**config.mk**
```make
export PLATFORM = sky130hd
export DESIGN_NAME = int_calc_seq
export DESIGN_NICKNAME = d
export VERILOG_FILES = /design/src/rtl/int_calc_seq.sv
export SDC_FILE = /design/constraint.sdc
export NUM_CORES = 1
export LEC_CHECK = 0
export CAP_MARGIN = 40
export CORE_ASPECT_RATIO = 0.8
export CORE_MARGIN = 2
export CORE_UTILIZATION = 30
export DETAILED_ROUTE_END_ITERATION = 6
export PLACE_DENSITY = 0.46
export SLEW_MARGIN = 10
export SYNTH_ARGS = -nofsm -noshare
export SYNTH_HDL_FRONTEND = slang
export SYNTH_SLANG_ARGS = --single-unit
```
**constraint.sdc**
```tcl
create_clock -name clk -period 5.7 [get_ports clk]
set_clock_uncertainty 0.2 [all_clocks]
set_input_delay 0.855 -clock clk [delete_from_list [all_inputs] [get_ports clk]]
set_output_delay 0.855 -clock clk [all_outputs]
set_load 0.02 [all_outputs]
```
**src/rtl/int_calc_seq.sv**
```systemverilog
// int_calc_seq: sequential-entry integer calculator with iterative multiply/divide
module int_calc_seq #(
  parameter int WIDTH  = 16,
  parameter bit SIGNED = 1
) (
  input  logic             clk,
  input  logic             rst,
  input  logic             enable,
  input  logic [WIDTH-1:0] switches,
  input  logic [1:0]       op,
  output logic [WIDTH-1:0] result,
  output logic             sign,
  output logic             ready,
  output logic             busy,
  output logic             overflow,
  output logic             underflow,
  output logic             inexact,
  output logic             invalid,
  output logic             exception
);
  localparam int W  = WIDTH;
  localparam int CW = $clog2(WIDTH + 1);
  typedef enum logic [1:0] {GET_A, GET_B, EXEC, DONE} state_t;
  state_t r_state, w_next;
  logic r_en_d, r_ovf, r_unf, r_inx, r_inv;
  logic [W-1:0] r_a, r_b, r_rem, r_q, r_result;
  logic [1:0] r_op;
  logic [CW-1:0] r_cnt;
  logic [2*W-1:0] r_p;
  logic w_edge, w_neg, w_iter, w_last, w_fin, w_mbit, w_dbit, w_ge, w_fit;
  logic w_ovf, w_unf, w_inx, w_inv;
  logic [W-1:0] w_ma, w_mb, w_diff, w_quo, w_res;
  logic [W:0] w_xa, w_xb, w_sum, w_trial;
  logic [2*W-1:0] w_prod;
  assign w_edge  = enable && !r_en_d;
  assign w_ma    = (SIGNED && r_a[W-1]) ? -r_a : r_a;
  assign w_mb    = (SIGNED && r_b[W-1]) ? -r_b : r_b;
  assign w_neg   = SIGNED && (r_a[W-1] ^ r_b[W-1]);
  assign w_xa    = {SIGNED && r_a[W-1], r_a};
  assign w_xb    = {SIGNED && r_b[W-1], r_b};
  assign w_sum   = r_op[0] ? w_xa - w_xb : w_xa + w_xb;
  assign w_iter  = r_op[1] && !(r_op[0] && ~|r_b);
  assign w_last  = r_cnt == CW'(W);
  assign w_fin   = !w_iter || w_last;
  assign w_mbit  = |(w_mb & ({{(W-1){1'b0}}, 1'b1} << r_cnt));
  assign w_dbit  = |(w_ma & ({1'b1, {(W-1){1'b0}}} >> r_cnt));
  assign w_trial = {r_rem, w_dbit};
  assign w_ge    = w_trial >= {1'b0, w_mb};
  assign w_diff  = w_trial[W-1:0] - w_mb;
  assign w_prod  = w_neg ? -r_p : r_p;
  assign w_quo   = w_neg ? -r_q : r_q;
  assign w_fit   = (&w_prod[2*W-1:W-1]) || !(|w_prod[2*W-1:W-1]);
  // Result and flags for whichever operation is finishing this cycle
  always_comb begin
    w_res = w_sum[W-1:0];
    w_ovf = SIGNED ? (!w_sum[W] && w_sum[W-1]) : (!r_op[0] && w_sum[W]);
    w_unf = SIGNED ? (w_sum[W] && !w_sum[W-1]) : (r_op[0] && w_sum[W]);
    w_inx = 1'b0;
    w_inv = 1'b0;
    if (r_op == 2'b10) begin
      w_res = w_prod[W-1:0];
      w_ovf = SIGNED ? (!w_fit && !w_neg) : |r_p[2*W-1:W];
      w_unf = SIGNED && !w_fit && w_neg;
    end else if (r_op == 2'b11) begin
      w_inv = ~|r_b;
      w_res = w_inv ? '0 : w_quo;
      w_ovf = !w_inv && SIGNED && !w_neg && r_q[W-1];
      w_unf = 1'b0;
      w_inx = !w_inv && |r_rem;
    end
  end
  always_comb begin
    w_next = r_state;
    unique case (r_state)
      GET_A, DONE: w_next = w_edge ? GET_B : r_state;
      GET_B:       w_next = w_edge ? EXEC : GET_B;
      EXEC:        w_next = w_fin ? DONE : EXEC;
    endcase
  end
  always_ff @(posedge clk)
    if (rst) r_state <= GET_A;
    else r_state <= w_next;
  always_ff @(posedge clk) begin
    if (rst) begin
      r_en_d   <= 1'b0;
      r_a      <= '0;
      r_b      <= '0;
      r_op     <= '0;
      r_cnt    <= '0;
      r_p      <= '0;
      r_rem    <= '0;
      r_q      <= '0;
      r_result <= '0;
      r_ovf    <= 1'b0;
      r_unf    <= 1'b0;
      r_inx    <= 1'b0;
      r_inv    <= 1'b0;
    end else begin
      r_en_d <= enable;
      if (w_edge && (r_state == GET_A || r_state == DONE)) begin
        r_a   <= switches;
        r_ovf <= 1'b0;
        r_unf <= 1'b0;
        r_inx <= 1'b0;
        r_inv <= 1'b0;
      end
      if (w_edge && r_state == GET_B) begin
        r_b   <= switches;
        r_op  <= op;
        r_cnt <= '0;
        r_p   <= '0;
        r_rem <= '0;
        r_q   <= '0;
      end
      if (r_state == EXEC) begin
        if (w_fin) begin
          r_result <= w_res;
          r_ovf    <= w_ovf;
          r_unf    <= w_unf;
          r_inx    <= w_inx;
          r_inv    <= w_inv;
        end else begin
          r_cnt <= r_cnt + 1'b1;
          r_p   <= w_mbit ? r_p + ({{W{1'b0}}, w_ma} << r_cnt) : r_p;
          r_rem <= w_ge ? w_diff : w_trial[W-1:0];
          r_q   <= {r_q[W-2:0], w_ge};
        end
      end
    end
  end
  assign result    = r_result;
  assign sign      = SIGNED ? r_result[W-1] : 1'b0;
  assign ready     = r_state == DONE;
  assign busy      = r_state == EXEC;
  assign overflow  = r_ovf;
  assign underflow = r_unf;
  assign inexact   = r_inx;
  assign invalid   = r_inv;
  assign exception = r_ovf || r_unf || r_inv;
endmodule

```
# After elaboration in Yosys (flattened, before gate mapping)
# Index checks and enable logic that the tools add are counted.
totals:
  reg_bits: 126
  latchBits: 0
  ram_bits: 0
  mem_bits_ro: 0
  input_bits: 21
  out_inout_bits: 24
  word_cells: 119
  memories: 0
classes:
  add_sub_neg: 9
  n_mul: 0
  n_div: 0
  order_cmp: 1
  n_eq_ne: 8
  n_shift: 3
  muxes: 46
  bitwise_logic: 3
  reduce_logical: 35
op_table:
  columns: ["cell", "count"]
  rows:
  - ["$mux W16", 13]
  - ["$mux W32", 5]
  - ["$reduce_or A16 Y1", 4]
  - ["$neg A16 Y16", 3]
  - ["$add A32 B32 Y32", 1]
  - ["$and A16 B16 Y16", 2]
  - ["$neg A32 Y32", 1]
  - ["$shl A16 B5 Y32", 1]
  - ["$mux W1", 21]
  - ["$add A16 B16 Y17", 1]
  - ["$ge A17 B16 Y1", 1]
  - ["$mux W17", 1]
  - ["$reduce_and A17 Y1", 1]
  - ["$reduce_or A17 Y1", 1]
  - ["$sub A16 B16 Y17", 1]
  - ["$shl A1 B5 Y16 const A", 1]
  - ["$shr A16 B5 Y16 const A", 1]
  - ["$sub A16 B16 Y16", 1]
  - ["$mux W5", 3]
  - ["$logic_and A1 B1 Y1", 12]
  - ["$logic_not A1 Y1", 9]
  - ["$eq A2 B2 Y1 const B", 4]
  - ["$pmux W2 S3", 1]
  - ["$add A5 B1 Y5 const B", 1]
  - ["10 further kinds", 15]

# Longest topological paths before layout
# Gate-level depths: netlist (run 1).
logic_depth:
  word_depth: 10
  ltp_mapped: 26
  depth_no_buf: 23

# Worst setup path after synthesis (run 1)
# Ideal clock, no wire load.
synth_path:
  path_type: "register to register"
  from: "register r_a[0]"
  to: "register r_p[28]"
  setup_time_ns: 0.127
  t_arrival_ns: 4.964
  t_required_ns: 5.373
  setup_slack_ns: 0.410
  path_stages_with_launch: 24
  n_path_buf: 2
  synth_period_minus_slack_ns: 5.290
  cell_sequence: "dfxtp_1 > clkbuf_1 > inv_1 > ha_1 > or3b_2 > clkbuf_1 > o41ai_1 > xor2_1 > mux4_2 > mux2_2 > nor2_1 > a21oi_1 > nor2_1 > ha_1 > a21o_1 > a21o_1 > a21oi_1 > nor2_1 > a31oi_1 > o21a_1 > o21ai_0 > o41ai_1 > nor4_1 > or3_1"
synth_between:
  elab_chain_cells: 7
synth_rtl:
  columns: ["item", "line_no", "source"]
  rows:
  - ["start: declaration", "26", "logic [W-1:0] r_a, r_b, r_rem, r_q, r_result;"]
  - ["start signal: assignment", "101", "r_a <= switches;"]
  - ["$neg A16 Y16", "36", "assign w_ma = (SIGNED && r_a[W-1]) ? -r_a : r_a;"]
  - ["$mux W16 (*)", "36", null]
  - ["$shl A16 B5 Y32 (*)", "124", "r_p <= w_mbit ? r_p + ({{W{1'b0}}, w_ma} << r_cnt) : r_p;"]
  - ["$add A32 B32 Y32 (*)", "124", null]
  - ["$mux W32 (*)", "124", null]
  - ["$mux W32 (*)", "116", "if (w_fin) begin"]
  - ["$mux W32 (*)", "115", "if (r_state == EXEC) begin"]
  - ["end signal: assignment", "124", null]
  - ["end: declaration", "29", "logic [2*W-1:0] r_p;"]
# Mark *: on every way between the ends. The rest lies on a longest branch, timed or not. The select of a mux whose other input is x is not followed.
# A chain may end at the register's enable or synchronous reset.

# Worst setup path after layout (run 1)
layout_path:
  from: "register r_a[0]"
  to: "register r_rem[14]"
layout_between:
  elab_chain_cells: 8
  elab_cells_between_ends: 9
  classes_between: "add/sub (2); order compare (1); mux (4); bitwise (1); reduce/logical (1)"
layout_rtl:
  columns: ["item", "line_no", "source"]
  rows:
  - ["$neg A16 Y16", "36", null]
  - ["$mux W16 (*)", "36", null]
  - ["$and A16 B16 Y16 (*)", "46", "assign w_dbit = |(w_ma & ({1'b1, {(W-1){1'b0}}} >> r_cnt));"]
  - ["$reduce_or A16 Y1 (*)", "46", null]
  - ["$sub A16 B16 Y16 or $ge A17 B16 Y1 (tied branches)", "49, 48", null]
  - ["$mux W16 (*)", "125", "r_rem <= w_ge ? w_diff : w_trial[W-1:0];"]
  - ["$mux W16 (*)", "116", null]
  - ["$mux W16 (*)", "115", null]
  - ["end signal: assignment", "125", null]
  - ["end: declaration", "26", null]
# Mark *: on every way between the ends. The rest lies on a longest branch, timed or not.

==> results of run 1 <==
==> layer usage <==
layer,part of all wire (%),global-route usage [%],wire [um],vias up
met3,7.3,4.342,3076,32
li1,-,-,-,5951
met5,0,0,0,-
met2,39,28.21,16360,422
met4,1.3,4.662,534,0
met1,53,32.45,22180,5715
==> placed cells by master (no fill, tap or decap), drive strengths merged, types with 27 or more instances in the layout <==
cell,Yosys,layout
xnor2,71,71
dfxtp,126,126
nor3,49,49
nand3,80,80
mux2i,34,34
nand2,221,221
buf,29,64
o21ai,97,97
a21o,27,27
ha,77,77
nor2b,27,27
a21oi,169,169
nor2,141,141
clkdlybuf4s50,0,43
inv,47,53
xor2,51,51
==> timing repair <==
| item | 4_1_cts | 5_1_grt |
|---|---|---|
| setup buffers | 0 | 4 |
| setup endpoints to repair | 0 | 12 |
| gates resized for setup | 0 | 11 |
==> final timing paths <==
| path | start | endpoint | cells past startpoint |
|---|---|---|---|
| worst max-delay path | r_a[0]$_SDFFE_PP0P_ | r_rem[14]$_SDFF_PP0_ | 24 |
| worst min-delay path | result[0]$_SDFFE_PP0P_ | result[0]$_SDFFE_PP0P_ | 2 |
| worst max register to register | r_a[0]$_SDFFE_PP0P_ | r_rem[14]$_SDFF_PP0_ | 24 |
| worst min register to register | result[0]$_SDFFE_PP0P_ | result[0]$_SDFFE_PP0P_ | 2 |
==> worst max-delay path: stages, from the launching register on <==
cell	delay [ns]
dfxtp_1	0.31
inv_1	0.10
ha_1	0.23
or3b_4	0.47
o41ai_1	0.43
xor2_1	0.12
buf_4	0.16
buf_4	0.13
o22ai_1	0.14
a21oi_1	0.06
o21ai_0	0.09
a211oi_1	0.08
a311o_1	0.43
ha_1	0.24
fa_1	0.38
nor2b_1	0.17
o21a_1	0.14
o21ai_0	0.12
a31oi_1	0.25
o21ai_0	0.18
a211oi_1	0.33
o21a_1	0.15
nor2_1	0.04
xnor2_1	0.12
a31o_2	0.24
==> flip-flops by register name, indices dropped and copies added (netlist names), 2 cells and up <==
signal,flops
r_state,2
r_p,32
r_op,2
r_q,16
r_a,16
result,16
r_cnt,5
r_b,16
r_rem,16
==> final cells by class <==
cell class | instances | area, um^2
fillers | 4091 | 24910
flip-flops and latches | 126 | 2522
well taps | 495 | 619.3
clock buffers | 19 | 442.9
clock inverters | 13 | 103.9
multi-input cells | 1360 | 8627
repair buffers | 107 | 955.9
inverters | 48 | 180.2
==> through the flow <==
stage               instances  utilization [%]  hold slack (ns)
finish                   2168            35.07           0.2636
global route             2168            35.07           0.2841
CTS                      2164            34.85           0.2686
detailed placement       2132            33.42           0.2593
global placement         2130            33.30           0.2557
floorplan                1646                -           0.2657
==> kinds of logic (layout without fill, tap and decap cells) <==
family                     after synthesis  after routing  synth area share (%)
AOI/OAI and AO/OA                      470            470                 25.21
and+or+nand+nor                        642            642                 25.78
buffers and inverters                  160            187                 5.487
muxes                                   46             46                 4.153
adders and majority gates               80             80                 8.733
xor gates and xnor gates               122            122                 9.117
DFF                                    126            126                 21.52
==> power breakdown <==
group / total (mW) / switching, mW / internal [mW] / leakage, nW
Clock: 1.06 / 0.481 / 0.575 / 0.264
Combinational: 1.29 / 0.785 / 0.504 / 4.02
Sequential: 0.943 / 0.0398 / 0.903 / 1.02
==> impl_metrics.py, run 1 <==
metrics = {
    "power": {
        "vdd_drop_max_mv": 0.1583,
        "p_leak_nw": 5.303,
        "power.density_mw_per_mm2": 244.5,
        "finalPower_mw": 3.289,
    },
    "floorplanning": {
        "rows": 64,
        "initial_core_util_pct": 30.56,
        "die_w_um": 225.0,
        "coreArea_mm2": 0.03836,
        "dieHeight_um": 180.8,
        "die_area_mm2": 0.04067,
        "num_io_pins": 45,
    },
    "synth": {
        "synthTopCellsByCount": "221 x nand2_1, 169 x a21oi_1, 141 x nor2_1",
        "syn_nets": 1747,
        "ys.warnings.count": 0,
        "synth.largest_area_cell": "dfxtp_1",
        "synth_flop_cell": "dfxtp_1",
        "synthArstFlopShare_pct": 0,
        "synthTopCellsByArea": "dfxtp_1 22%, ha_1 8.2%, a21oi_1 7.2%",
        "yosysSeqAreaShare_pct": 21.52,
        "syn_inst": 1646,
        "synth_enable_flop_cells": 0,
        "synth_seq_cells": 126,
        "syn_area_per_cell_um2": 7.120,
        "synth_most_common_cell": "nand2_1",
        "synth.distinct_cells": 81,
        "synth_top_area_share_pct": 21.52,
        "syn_area_mm2": 0.01172,
    },
    "finish": {
        "area_growth_pct": 14.78,
        "finalInstanceArea_mm2": 0.01345,
        "final_layout_size_suffix_gt1_share_pct": 8.249,
        "diodes": 0,
        "nets": 1761,
    },
    "worst_setup_path": {
        "worstPathArrival_ns": 5.54,
        "worstPathMaxFanout": 9,
        "endpoint_kind": "flop",
        "rrSetupSlack_ns": 0.31,
        "critPathKind": "flop to flop",
        "cp-start-kind": "flop",
        "required_ns": 5.85,
    },
    "placement": {
        "hpwl_um": 32400,
        "post_dp_cell_area_mm2": 0.01282,
        "finalWeightedCongestion": 0.9077,
        "pre_cts_ws_ns": 0.2220,
        "numPortBuffers": 44,
    },
    "routing": {
        "num_vias": 12120,
        "drt_wl_total_um": 42140,
        "ant_nets": 0,
        "first_iter_violations": 912,
        "avgRoutedWirePerCell_um": 19.44,
        "detail_route.first_pass.iterations": 5,
        "drc": 0,
        "viasPerCell": 5.590,
    },
    "grt": {
        "grt_pass1_vias": 10903,
        "grt_overflow": 0,
        "grt_pass1_wl_um": 65420,
        "grt_max_degree": 47,
        "grt_usage_pct": 20.72,
        "antenna_found_initial": 0,
    },
    "sta": {
        "hold_viol_final": 0,
        "slew_headroom_pct": 37.87,
        "worstMarginPinSlew_ns": 0.9306,
        "setup-violations-final": 0,
        "setup_ws_ns": 0.3086,
        "min_period_over_period_pct": 94.59,
        "maxClockFrequency_mhz": 185.5,
        "min_period_ns": 5.391,
        "drv_slew": 0,
        "setup_tns_ns": 0,
    },
    "clocking": {
        "path_clk_slew_ns": 0.07,
        "cts_max_level": 4,
        "cts_buffer_depth": 2,
        "cts_sinks": 126,
        "postCtsHoldBufs": 0,
        "insertion_delay_ns": 0.45,
        "cts_tree": "built",
        "cts_made_buffers": 17,
        "cts_root_buffer": "clkbuf_16",
    },
    "status": {
        "status": "completed",
    },
    "min_path": {
        "hold_class": "flop to flop",
    },
    "job": {
        "drv_cap": 0,
    },
}
Note: power is estimated with default switching activity, not from simulation.
==> inputs of run 2 (changes only) <==
--- a/config.mk
+++ b/config.mk
@@ -11,6 +11,7 @@
 export CORE_UTILIZATION = 30
 export DETAILED_ROUTE_END_ITERATION = 6
 export PLACE_DENSITY = 0.46
+export RECOVER_POWER = 100
 export SLEW_MARGIN = 10
 export SYNTH_ARGS = -nofsm -noshare
 export SYNTH_HDL_FRONTEND = slang
==> run 2 against run 1 <==
Effect of this change:
- the flow now finishes with violations (capacitance limit, slew limit)
- cell area is 0.22% lower
- critical path type unchanged
- wire length up 0.12%
- total power rose by 0.18%
- largest power group unchanged
- critical path depth stayed put
- sequential power about the same
==> impl_metrics.py, run 2 (synthesis gave the netlist of run 1 again) <==
metrics = {
    "placement": {
        "numPortBuffers": 44,
        "finalWeightedCongestion": 0.9077,
        "pre_cts_ws_ns": 0.2220,
        "hpwl_um": 32400,
    },
    "sta": {
        "setup_ws_ns": 0.2986,
        "hold_viol_final": 0,
        "maxClockFrequency_mhz": 185.1,
        "min_period_ns": 5.401,
        "hold_ws_ns": 0.2603,
        "min_period_over_period_pct": 94.76,
        "drv_slew": 50,
        "worstMarginPinSlew_ns": 1.573,
        "slew_headroom_pct": -4.900,
        "setup-violations-final": 0,
    },
    "worst_setup_path": {
        "crit_path_cell_trace": "inv_1 > ha_1 > or3b_4 > o41ai_1 > xor2_1 > buf_4 > buf_4 > o22ai_1 > a21oi_1 > o21ai_0 > a211oi_1 > a311o_1 > ha_1 > fa_1 > nor2b_1 > o21a_1 > o21ai_0 > a31oi_1 > o21ai_0 > a211oi_1 > o21a_1 > nor2_1 > xnor2_1 > a31o_2",
        "cp-start-kind": "flop",
        "rrSetupSlack_ns": 0.30,
        "worstPathArrival_ns": 5.55,
        "r2r_cells": 24,
        "critPathBufInv": 3,
        "rr_endpoint": "r_rem[14]$_SDFF_PP0_",
        "cpPeakStageDelay_ns": 0.46,
        "reg2reg_from": "r_a[0]$_SDFFE_PP0P_",
        "cpLargestDelayFamily": "compound AO/OA/AOI/OAI gates",
        "critPathKind": "flop to flop",
        "critPathSlowestCell": "or3b_4",
        "crit_top_cell": "o21ai_0",
        "worstPathMaxFanout": 9,
        "endpoint_kind": "flop",
        "required_ns": 5.85,
    },
    "power": {
        "power.density_mw_per_mm2": 245.5,
        "p_leak_nw": 5.355,
        "vdd_drop_max_mv": 0.1591,
    },
    "grt": {
        "grt_pass1_vias": 10903,
        "grt_pass1_wl_um": 65420,
        "grt_overflow": 0,
        "antenna_found_initial": 0,
        "grt_max_degree": 47,
        "grt_usage_pct": 20.72,
    },
    "min_path": {
        "worstHoldEndpoint": "result[0]$_SDFFE_PP0P_",
        "min-delay-start": "result[0]$_SDFFE_PP0P_",
        "hold_class": "flop to flop",
        "hold_depth": 2,
    },
    "finish": {
        "final_layout_size_suffix_gt1_share_pct": 7.770,
        "regMostFlops": "r_p",
        "area_growth_pct": 14.52,
        "nets": 1761,
        "n_fill_cell": 4102,
        "largest_reg_flops": 32,
        "diodes": 0,
        "layout_common_cells": "221 x nand2_1, 169 x a21oi_1, 140 x nor2_1",
        "mostFrequentLayoutCell": "nand2_1",
    },
    "floorplanning": {
        "die_area_mm2": 0.04067,
        "num_io_pins": 45,
        "initial_core_util_pct": 30.56,
        "coreArea_mm2": 0.03836,
        "die_w_um": 225.0,
        "rows": 64,
        "dieHeight_um": 180.8,
    },
    "routing": {
        "avgRoutedWirePerCell_um": 19.46,
        "drc": 0,
        "viasPerCell": 5.600,
        "ant_nets": 0,
        "top_layer": "met4",
        "wl_met1_um": 22280,
        "drt_wl_total_um": 42190,
        "first_iter_violations": 864,
        "num_vias": 12141,
        "detail_route.first_pass.iterations": 5,
        "route.met3.wl_um": 2899,
        "wl_met2_um": 16450,
    },
    "clocking": {
        "cts_max_level": 4,
        "insertion_delay_ns": 0.45,
        "cts_root_buffer": "clkbuf_16",
        "cts_buffer_depth": 2,
        "cts_tree": "built",
        "cts_sinks": 126,
        "path_clk_slew_ns": 0.07,
        "postCtsHoldBufs": 0,
        "cts_made_buffers": 17,
    },
    "status": {
        "violations": "capacitance limit, slew limit",
        "status": "finished, violations left",
    },
    "job": {
        "drv_cap": 2,
    },
}
[run 2: power breakdown]
part / leakage (nW) / internal [mW] / total [mW] / switching (mW)
clock: 0.264 / 0.575 / 1.06 / 0.484
sequential: 1.02 / 0.903 / 0.943 / 0.0396
combinational: 4.07 / 0.501 / 1.29 / 0.791
total: 5.35 / 1.98 / 3.29 / 1.32
[run 2: layer usage]
layer	track usage (%)	vias to the layer above
met5	0	-
met4	4.662	0
met3	4.342	29
met2	28.21	397
met1	32.45	5766
li1	-	5949
[run 2: through the flow]
step	cell area (um^2)	TNS (ns)	util (%)	cells	power [mW]
2_1_floorplan	11720	0	-	1646	1.808
3_3_place_gp	12770	0	33.30	2130	2.202
3_5_place_dp	12820	0	33.42	2132	2.211
4_1_cts	13370	0	34.85	2164	3.282
5_1_grt	13420	-0.002599	34.99	2168	3.475
6_report	13420	0	34.99	2168	3.295
[run 2: area by class of cell]
type	count	area, um^2	share of cell area, %
Inverter	48	180.2	1.342
Clock inverter	13	103.9	0.7738
Multi-Input combinational cell	1360	8623	64.25
Timing Repair Buffer	107	929.6	6.926
Clock buffer	19	442.9	3.300
Sequential cell	126	2522	18.79
Tap cell	495	619.3	4.615
[run 2: what timing repair did]
item	in CTS	in global routing
buffers inserted	0	4
setup endpoints to repair	0	12
resized for setup	0	11
[run 2: tightest hold or removal path: cells and delay by family (launching register included)]
kind	cells	cell delay [ns]
flops	1	0.31
simple gates	1	0.05
compound gates	1	0.05
[run 2: how the worst max path moves through the flow]
stage,slack [ns],cells after the start,end,start
after floorplan,0.41,23,r_p[28]$_SDFFE_PP0P_,r_a[0]$_SDFFE_PP0P_
after global placement,0.25,20,r_p[31]$_SDFFE_PP0P_,r_a[7]$_SDFFE_PP0P_
after detailed placement,0.22,21,r_p[28]$_SDFFE_PP0P_,r_a[7]$_SDFFE_PP0P_
after CTS,0.19,20,r_p[31]$_SDFFE_PP0P_,r_a[7]$_SDFFE_PP0P_
after global routing,-0.003,20,r_p[31]$_SDFFE_PP0P_,r_a[7]$_SDFFE_PP0P_
final,0.30,24,r_rem[14]$_SDFF_PP0_,r_a[0]$_SDFFE_PP0P_
